## src/rtl/fifo_wr_arbiter_if.sv

```systemverilog
// Write-port bundle between requesters, the round-robin arbiter and the async FIFO write side.
interface fifo_wr_arbiter_if #(
  parameter int WIDTH = 8,
  parameter int NREQ  = 4
);
  localparam int IDW = $clog2(NREQ);

  logic [NREQ-1:0]       req;
  logic [NREQ*WIDTH-1:0] req_data;
  logic                  wr_full;
  logic [NREQ-1:0]       grant;
  logic [IDW-1:0]        active_id;
  logic [NREQ-1:0]       ack;
  logic                  fifo_wr_en;
  logic [WIDTH-1:0]      fifo_data_in;

  modport master (
    input  req, req_data, wr_full,
    output grant, active_id, ack, fifo_wr_en, fifo_data_in
  );

  modport slave (
    output req, req_data, wr_full,
    input  grant, active_id, ack, fifo_wr_en, fifo_data_in
  );
endinterface

```

## src/rtl/fifo_wr_arbiter.sv

```systemverilog
// Round-robin burst arbiter sharing the async FIFO write port among NREQ requesters.
// state | meaning
// IDLE  | no owner; pick next requester after last_q
// GRANT | owner active_id_q may write up to BURST words
module fifo_wr_arbiter #(
  parameter int WIDTH = 8,
  parameter int NREQ  = 4,
  parameter int BURST = 4
) (
  input  logic               wr_clk,
  input  logic               reset,
  fifo_wr_arbiter_if.master  bus
);
  localparam int IDW = $clog2(NREQ);
  localparam int CW  = $clog2(BURST) + 1;

  typedef enum logic {IDLE = 1'b0, GRANT = 1'b1} state_t;

  state_t           state_q, state_d;
  logic [NREQ-1:0]  grant_q, grant_d;
  logic [IDW-1:0]   active_id_q, active_id_d;
  logic [IDW-1:0]   last_q, last_d;
  logic [CW-1:0]    cnt_q, cnt_d;

  logic [IDW-1:0]   pick;
  logic             pick_vld;
  logic             fire;
  logic [NREQ-1:0]  ack;
  logic             wr_en;
  logic [WIDTH-1:0] data;
  logic [WIDTH-1:0] slice [NREQ];

  for (genvar g = 0; g < NREQ; g++) begin : g_slice
    assign slice[g] = bus.req_data[g*WIDTH +: WIDTH];
  end

  // First requesting index scanning last_q+1, last_q+2, ... modulo NREQ.
  always_comb begin : rr_pick
    int idx;
    idx      = 0;
    pick     = '0;
    pick_vld = 1'b0;
    for (int k = 1; k <= NREQ; k++) begin
      idx = (int'(last_q) + k) % NREQ;
      if (!pick_vld && bus.req[IDW'(idx)]) begin
        pick     = IDW'(idx);
        pick_vld = 1'b1;
      end
    end
  end

  assign fire = (state_q == GRANT) && bus.req[active_id_q] && !bus.wr_full;

  always_ff @(posedge wr_clk) begin
    if (reset) begin
      state_q     <= IDLE;
      grant_q     <= '0;
      active_id_q <= '0;
      cnt_q       <= '0;
      last_q      <= IDW'(NREQ - 1);
    end else begin
      state_q     <= state_d;
      grant_q     <= grant_d;
      active_id_q <= active_id_d;
      cnt_q       <= cnt_d;
      last_q      <= last_d;
    end
  end

  always_comb begin
    state_d     = state_q;
    grant_d     = grant_q;
    active_id_d = active_id_q;
    cnt_d       = cnt_q;
    last_d      = last_q;
    case (state_q)
      IDLE: begin
        if (pick_vld) begin
          state_d     = GRANT;
          grant_d     = NREQ'(1) << pick;
          active_id_d = pick;
          cnt_d       = '0;
        end
      end
      GRANT: begin
        // A full FIFO with the request held falls through: grant and count frozen.
        if ((fire && cnt_q == CW'(BURST - 1)) || !bus.req[active_id_q]) begin
          state_d     = IDLE;
          grant_d     = '0;
          active_id_d = '0;
          cnt_d       = '0;
          last_d      = active_id_q;
        end else if (fire) begin
          cnt_d = cnt_q + CW'(1);
        end
      end
      default: state_d = IDLE;
    endcase
  end

  always_comb begin
    wr_en = fire;
    ack   = fire ? grant_q : '0;
    data  = '0;
    if (state_q == GRANT) data = slice[active_id_q];
  end

  assign bus.grant        = grant_q;
  assign bus.active_id    = active_id_q;
  assign bus.ack          = ack;
  assign bus.fifo_wr_en   = wr_en;
  assign bus.fifo_data_in = data;
endmodule

```

## src/flat_wrapper.sv

```systemverilog
// flat-port wrapper written by rule: the top's interface ports become plain ports
module fifo_wr_arbiter_flat 
#(
  parameter int WIDTH = 8,
  parameter int NREQ  = 4,
  parameter int BURST = 4
)
  (wr_clk, reset, bus_req, bus_req_data, bus_wr_full, bus_grant, bus_active_id, bus_ack, bus_fifo_wr_en, bus_fifo_data_in);
  fifo_wr_arbiter_if #(.WIDTH(WIDTH), .NREQ(NREQ)) bus_i ();
  input  logic wr_clk;
  input  logic reset;
  input wire logic [$bits(bus_i.req)-1:0] bus_req;
  input wire logic [$bits(bus_i.req_data)-1:0] bus_req_data;
  input wire logic [$bits(bus_i.wr_full)-1:0] bus_wr_full;
  output wire logic [$bits(bus_i.grant)-1:0] bus_grant;
  output wire logic [$bits(bus_i.active_id)-1:0] bus_active_id;
  output wire logic [$bits(bus_i.ack)-1:0] bus_ack;
  output wire logic [$bits(bus_i.fifo_wr_en)-1:0] bus_fifo_wr_en;
  output wire logic [$bits(bus_i.fifo_data_in)-1:0] bus_fifo_data_in;
  assign bus_i.req = bus_req;
  assign bus_i.req_data = bus_req_data;
  assign bus_i.wr_full = bus_wr_full;
  assign bus_grant = bus_i.grant;
  assign bus_active_id = bus_i.active_id;
  assign bus_ack = bus_i.ack;
  assign bus_fifo_wr_en = bus_i.fifo_wr_en;
  assign bus_fifo_data_in = bus_i.fifo_data_in;
  fifo_wr_arbiter #(.WIDTH(WIDTH), .NREQ(NREQ), .BURST(BURST)) u_core (.wr_clk(wr_clk), .reset(reset), .bus(bus_i));
endmodule
```

## config.mk

```make
export PLATFORM = sky130hd
export DESIGN_NAME = fifo_wr_arbiter_flat
export DESIGN_NICKNAME = d
export VERILOG_FILES = /design/src/rtl/fifo_wr_arbiter_if.sv /design/src/rtl/fifo_wr_arbiter.sv /design/src/flat_wrapper.sv
export SDC_FILE = /design/constraint.sdc
export NUM_CORES = 1
export LEC_CHECK = 0
export ABC_CLOCK_PERIOD_IN_PS = 2380
export BUFFER_PORTS_ARGS = -buffer_cell sky130_fd_sc_hd__clkbuf_2
export CORE_MARGIN = 2
export CORE_UTILIZATION = 46
export CTS_CLUSTER_SIZE = 10
export DETAILED_ROUTE_END_ITERATION = 8
export PLACE_DENSITY = 0.84
export SLEW_MARGIN = 0
export SYNTH_ARGS = -nofsm -noshare
export SYNTH_HDL_FRONTEND = slang
export SYNTH_SLANG_ARGS = --single-unit
```

## constraint.sdc

```tcl
create_clock -name wr_clk -period 2.38 [get_ports wr_clk]
set_input_delay 0.357 -clock wr_clk [delete_from_list [all_inputs] [get_ports wr_clk]]
set_output_delay 0.357 -clock wr_clk [all_outputs]
set_load 0.03 [all_outputs]
```

==> results of run 1 <==
[kinds of logic after synthesis]
kind of cell,synth area share
adder cells (fa/ha/maj),0.0259
flip-flops,0.249
AND/OR/NAND/NOR,0.223
buffers and inverters,0.0518
AO/OA/AOI/OAI,0.158
multiplexers,0.293
[cells in the mapped netlist (all sizes together) (2+ instances only)]
| master | instances | area [um2] |
|---|---|---|
| and2 | 12 | 75.1 |
| dfxtp | 12 | 240 |
| mux4 | 9 | 233 |
| nand2 | 7 | 26.3 |
| inv | 6 | 22.5 |
| mux2i | 5 | 50.1 |
| nand2b | 5 | 31.3 |
| a21oi | 4 | 27.5 |
| nor2 | 3 | 11.3 |
| nor3 | 3 | 15.0 |
| o32ai | 3 | 26.3 |
| buf | 2 | 16.3 |
| clkbuf | 2 | 7.51 |
| ha | 2 | 25.0 |
| nand3 | 2 | 10.0 |
| nor2b | 2 | 12.5 |
| o21ai | 2 | 10.0 |
| o2bb2ai | 2 | 17.5 |
[where the power goes]
| part | total [W] | leakage, nW | switching [W] | internal (W) |
|---|---|---|---|---|
| combinational | 0.000235 | 0.505 | 0.000128 | 0.000107 |
| sequential | 0.000235 | 0.0984 | 0.0000189 | 0.000216 |
| clock | 0.000162 | 0.0210 | 0.0000683 | 0.0000932 |
[state kept, by name, summed over array words and instances (netlist names)]
register              cells
u_core.bus.grant          4
u_core.cnt_q              3
u_core.bus.active_id      2
u_core.last_q             2
u_core.state_q            1
[layer usage]
metal  up-vias  global-route usage  part of all wire  wire (um)
met4         0               0.153             0.032         85
li1        493                   -                 -          -
met1       461               0.235              0.36        965
met2        31               0.436              0.57       1530
met5         -                   0                 0          0
met3        10              0.0576             0.042        112
[stage by stage]
step | setup WS [ps] | utilization
final | 165 | 0.670
after global routing | 52.7 | 0.670
after CTS | 151 | 0.669
after detailed placement | 467 | 0.651
after global placement | 519 | 0.651
after floorplan | 220 | -
[final timing paths]
kind,from,end,slack (ps),cells after the start
worst max-delay path,u_core.bus.active_id[0],bus_fifo_data_in[7],160,4
worst min-delay path,reset,u_core.state_q,400,2
worst min register to register,u_core.cnt_q[2],u_core.cnt_q[2],480,2
worst max register to register,u_core.bus.active_id[0],u_core.last_q[0],810,4
[area by class of cell]
cell class | instances | area share
Clock buffer | 4 | 0.0276
Timing Repair Buffer | 59 | 0.229
Multi-Input combinational cell | 74 | 0.514
Inverter | 7 | 0.0200
Sequential cell | 12 | 0.184
Tap cell | 27 | 0.0257
[placed cells by master, fill, tap and decap left out, types with 2 or more instances in the layout]
master      n
nor3_1      3
o32ai_1     3
and2_1     12
a21oi_1     2
dfxtp_1    11
clkbuf_4    3
a21oi_2     2
o21ai_0     2
ha_1        2
nand3_1     2
nor2_1      3
nand2b_1    5
nor2b_1     2
mux4_1      8
mux2i_1     5
inv_1       6
buf_4       2
clkbuf_2   57
nand2_1     7
o2bb2ai_1   2
==> results.sh, run 1 <==
export IMPL_outcome="complete, no violations"
export IMPL_max_freq_ghz=0.451
export IMPL_placed_cell_area_um2=1280
export IMPL_grt_pass1_wl_um=4370
export IMPL_power_leakage_nw=0.624
export IMPL_dp_hpwl_um=2160
export IMPL_vdd_ir_drop_max_v=0.000435
export IMPL_path_delay_family="multiplexers"
export IMPL_ys_seq_area_frac=0.249
export IMPL_dp_cells=179
export IMPL_syn_avg_cell_area_um2=9.96
export IMPL_wl_per_cell_um=14.7
export IMPL_totalPowerFinal_w=0.000632
export IMPL_layout_drive_gt1_share=0.442
export IMPL_syn_area_um2=966
export IMPL_register_area_um2=241
export IMPL_critical_path_endpoint_type="primary output"
export IMPL_synth_ff_type="dfxtp_1"
export IMPL_cts_tree="done"
export IMPL_cts_setup_buffers=0
export IMPL_finalHoldViolations=0
export IMPL_hold_buffers=0
export IMPL_track_usage=0.237
export IMPL_die_area_um2=2480
export IMPL_cts_buffer_depth=2
export IMPL_clk_pin_slew_ps=70
export IMPL_drtIter0Drc=14
export IMPL_crit_fanout=9
export IMPL_critPathRequiredTime_ps=2020
export IMPL_synth_distinct_cells=35
export IMPL_vias=995
export IMPL_yosys_warnings=0
export IMPL_period_share=0.931
export IMPL_cp_slowest_stage_delay_ps=570
export IMPL_h_tree_depth=1
export IMPL_core_area_um2=1960
export IMPL_grt_pass1_vias=991
export IMPL_whs_ps=399
export IMPL_tightestPinTransition_ps=417
export IMPL_postRouteAntennaNets=0
export IMPL_cts_resized=0
export IMPL_overflow=0
export IMPL_clock_latency_ps=280
export IMPL_fin_crit_ps=2220
export IMPL_syn_num_nets=138
export IMPL_hold_class="in2reg"
export IMPL_cts_root_buf="clkbuf_4"
export IMPL_cp_slowest_cell="mux4_1"
export IMPL_drc=0
export IMPL_synth_cells=97
export IMPL_area_delta_synth_final_pct=36.0
export IMPL_multi_input_area_um2=676
export IMPL_tns_ps=0
export IMPL_cts_buffers=3
export IMPL_first_pass_iters=4
export IMPL_rsz0062_at_grt="no"
export IMPL_critPathArrivalTime_ps=1860
export IMPL_postSynth_asyncResetShare=0
export IMPL_via_per_inst=5.44
export IMPL_final_cells=183
export IMPL_fin_area_um2=1310
export IMPL_fin_nets=198
export IMPL_power_density_nw_per_um2=481
export IMPL_synth_enable_flop_cells=0
export IMPL_rows=16
export IMPL_start_util=0.492
export IMPL_setup_viol=0
export IMPL_clock_sinks=12
export IMPL_nFillCells=179
export IMPL_port_buffers=57
export IMPL_boundaryPins=58
export IMPL_crit_chain="buf_4 > mux4_1 > and2_1 > clkbuf_2"
export IMPL_diodes=0
export IMPL_die_y_um=49.8
export IMPL_grt_max_degree=14
export IMPL_gp_congestion=0.845
export IMPL_fp_dieW_um=49.8
export IMPL_wl_um=2690
export IMPL_drv_slew=0
export IMPL_critical_path_class="reg2out"
export IMPL_drv_cap=0
export IMPL_crit_buf_inv=2
export IMPL_synth_seq_cells=12
export IMPL_antenna_found_initial=0
export IMPL_start_kind="register"
export IMPL_fin_skew_ps=1.18
export IMPL_slew_headroom=0.720
(Power assumes the default switching activity.)
==> run 2: changes to the inputs <==
- PLACE_DENSITY: 0.84 -> not set
- PLACE_DENSITY_LB_ADDON: not set -> 0.2
==> run 2 against run 1 <==
Cell count down 0.55%. Flip-flop and latch count unchanged. First-iteration DRC count is 57% lower. Count of clock-buffer cells in the layout is the same. Register-to-register slack hardly changed. Critical path depth increased by 1. Utilization down 0.32 points. Worst setup slack improved by 34 ps. Global-route usage decreased by 2.3 points. Critical endpoint is now bus_ack[0]. Largest power group unchanged.
==> results.sh, run 2 (synthesis gave the netlist of run 1 again) <==
export IMPL_fin_skew_ps=8.96
export IMPL_start_util=0.492
export IMPL_largest_reg_flops=4
export IMPL_postRouteAntennaNets=0
export IMPL_pwr_share_clk=0.264
export IMPL_cts_buffer_depth=2
export IMPL_drc=0
export IMPL_track_usage=0.215
export IMPL_switchingPower_w=0.000217
export IMPL_drv_cap=0
export IMPL_p_comb_frac=0.358
export IMPL_h_tree_depth=1
export IMPL_grt_pass1_vias=941
export IMPL_swShare=0.343
export IMPL_layout_drive_gt1_share=0.445
export IMPL_fp_dieW_um=49.8
export IMPL_critical_path_endpoint_type="primary output"
export IMPL_port_buffers=57
export IMPL_final_cell_mix="clkbuf_2 (57), and2_1 (12), dfxtp_1 (10)"
export IMPL_clk_pin_slew_ps=70
export IMPL_die_area_um2=2480
export IMPL_core_area_um2=1960
export IMPL_power_leakage_nw=0.620
export IMPL_cts_root_buf="clkbuf_4"
export IMPL_power_density_nw_per_um2=484
export IMPL_rows=16
export IMPL_dp_hpwl_um=2000
export IMPL_drv_slew=0
export IMPL_totalPowerFinal_w=0.000632
export IMPL_finalHoldViolations=0
export IMPL_slew_headroom=0.704
export IMPL_period_share=0.916
export IMPL_clock_latency_ps=280
export IMPL_rsz0062_at_grt="no"
export IMPL_pwr_share_seq=0.378
export IMPL_vdd_ir_drop_max_v=0.000417
export IMPL_clock_sinks=12
export IMPL_die_y_um=49.8
export IMPL_tightestPinTransition_ps=442
export IMPL_area_delta_synth_final_pct=35.4
export IMPL_via_per_inst=5.43
export IMPL_drtIter0Drc=6
export IMPL_hold_class="in2reg"
export IMPL_overflow=0
export IMPL_start_kind="register"
export IMPL_r2r_setup_slack_ps=810
export IMPL_hold_buffers=0
export IMPL_tns_ps=0
export IMPL_vias=988
export IMPL_fin_crit_ps=2180
export IMPL_critical_path_class="reg2out"
export IMPL_max_freq_ghz=0.459
export IMPL_critPathArrivalTime_ps=1820
export IMPL_setup_viol=0
export IMPL_grt_pass1_wl_um=4100
export IMPL_wl_per_cell_um=13.2
export IMPL_outcome="complete, no violations"
export IMPL_cts_setup_buffers=0
export IMPL_wl_um=2410
export IMPL_critPathRequiredTime_ps=2020
export IMPL_cts_buffers=3
export IMPL_cts_tree="done"
export IMPL_antenna_found_initial=0
export IMPL_crit_fanout=13
export IMPL_diodes=0
export IMPL_first_pass_iters=4
export IMPL_gp_congestion=0.767
export IMPL_grt_max_degree=14
export IMPL_fin_nets=197
export IMPL_boundaryPins=58
export IMPL_internal_power_w=0.000415
export IMPL_final_common_cell="clkbuf_2"
[run 2: repair_timing]
action,in CTS,in global routing
setup endpoints to repair,0,10
endpoints found under the hold margin,0,0
gates resized for setup,0,2
[run 2: power groups by stage]
stage / Sequential [W] / Combinational [W] / Clock [W]
detailed placement: 0.000244 / 0.000227 / 0
CTS: 0.000239 / 0.000228 / 0.000174
global placement: 0.000242 / 0.000222 / 0
global route: 0.000243 / 0.000246 / 0.000182
finish: 0.000239 / 0.000226 / 0.000167
floorplan: 0.000247 / 0.000149 / 0
[run 2: stage by stage]
stage	utilization	instance area [um2]	hold WS, ps	setup WS [ps]	std cells
floorplan	-	966	435	220	97
global placement	0.647	1270	446	401	178
detailed placement	0.647	1270	460	312	178
CTS	0.665	1310	396	5.05	182
global route	0.666	1310	426	11.1	182
finish	0.666	1310	411	199	182
[run 2: cell type report]
class | count | area (um2)
fillers | 193 | 654
clock buffers | 4 | 36.3
inverters | 7 | 26.3
flip-flops and latches | 12 | 243
multi-input cells | 74 | 676
repair buffers | 58 | 293
well taps | 27 | 33.8
[run 2: worst paths after layout]
| path | endpoint | cells after the start | startpoint |
|---|---|---|---|
| setup / recovery | bus_ack[0] | 5 | u_core.state_q |
| hold / removal | u_core.state_q | 2 | reset |
| setup reg to reg | u_core.last_q[0] | 4 | u_core.bus.active_id[0] |
| hold reg to reg | u_core.cnt_q[2] | 2 | u_core.cnt_q[2] |
[run 2: critical path, stage by stage (launching register included)]
cell	delay (ps)
dfxtp_1	520
nand2_1	140
o22ai_2	300
and2b_1	240
and2_1	150
clkbuf_2	200
[run 2: layer usage]
metal / vias to the layer above / GRT usage / share of wire
met4: 0 / 0.0880 / 0.022
met2: 30 / 0.384 / 0.52
li1: 489 / - / -
met1: 463 / 0.232 / 0.40
met5: - / 0 / 0
met3: 6 / 0.0667 / 0.055
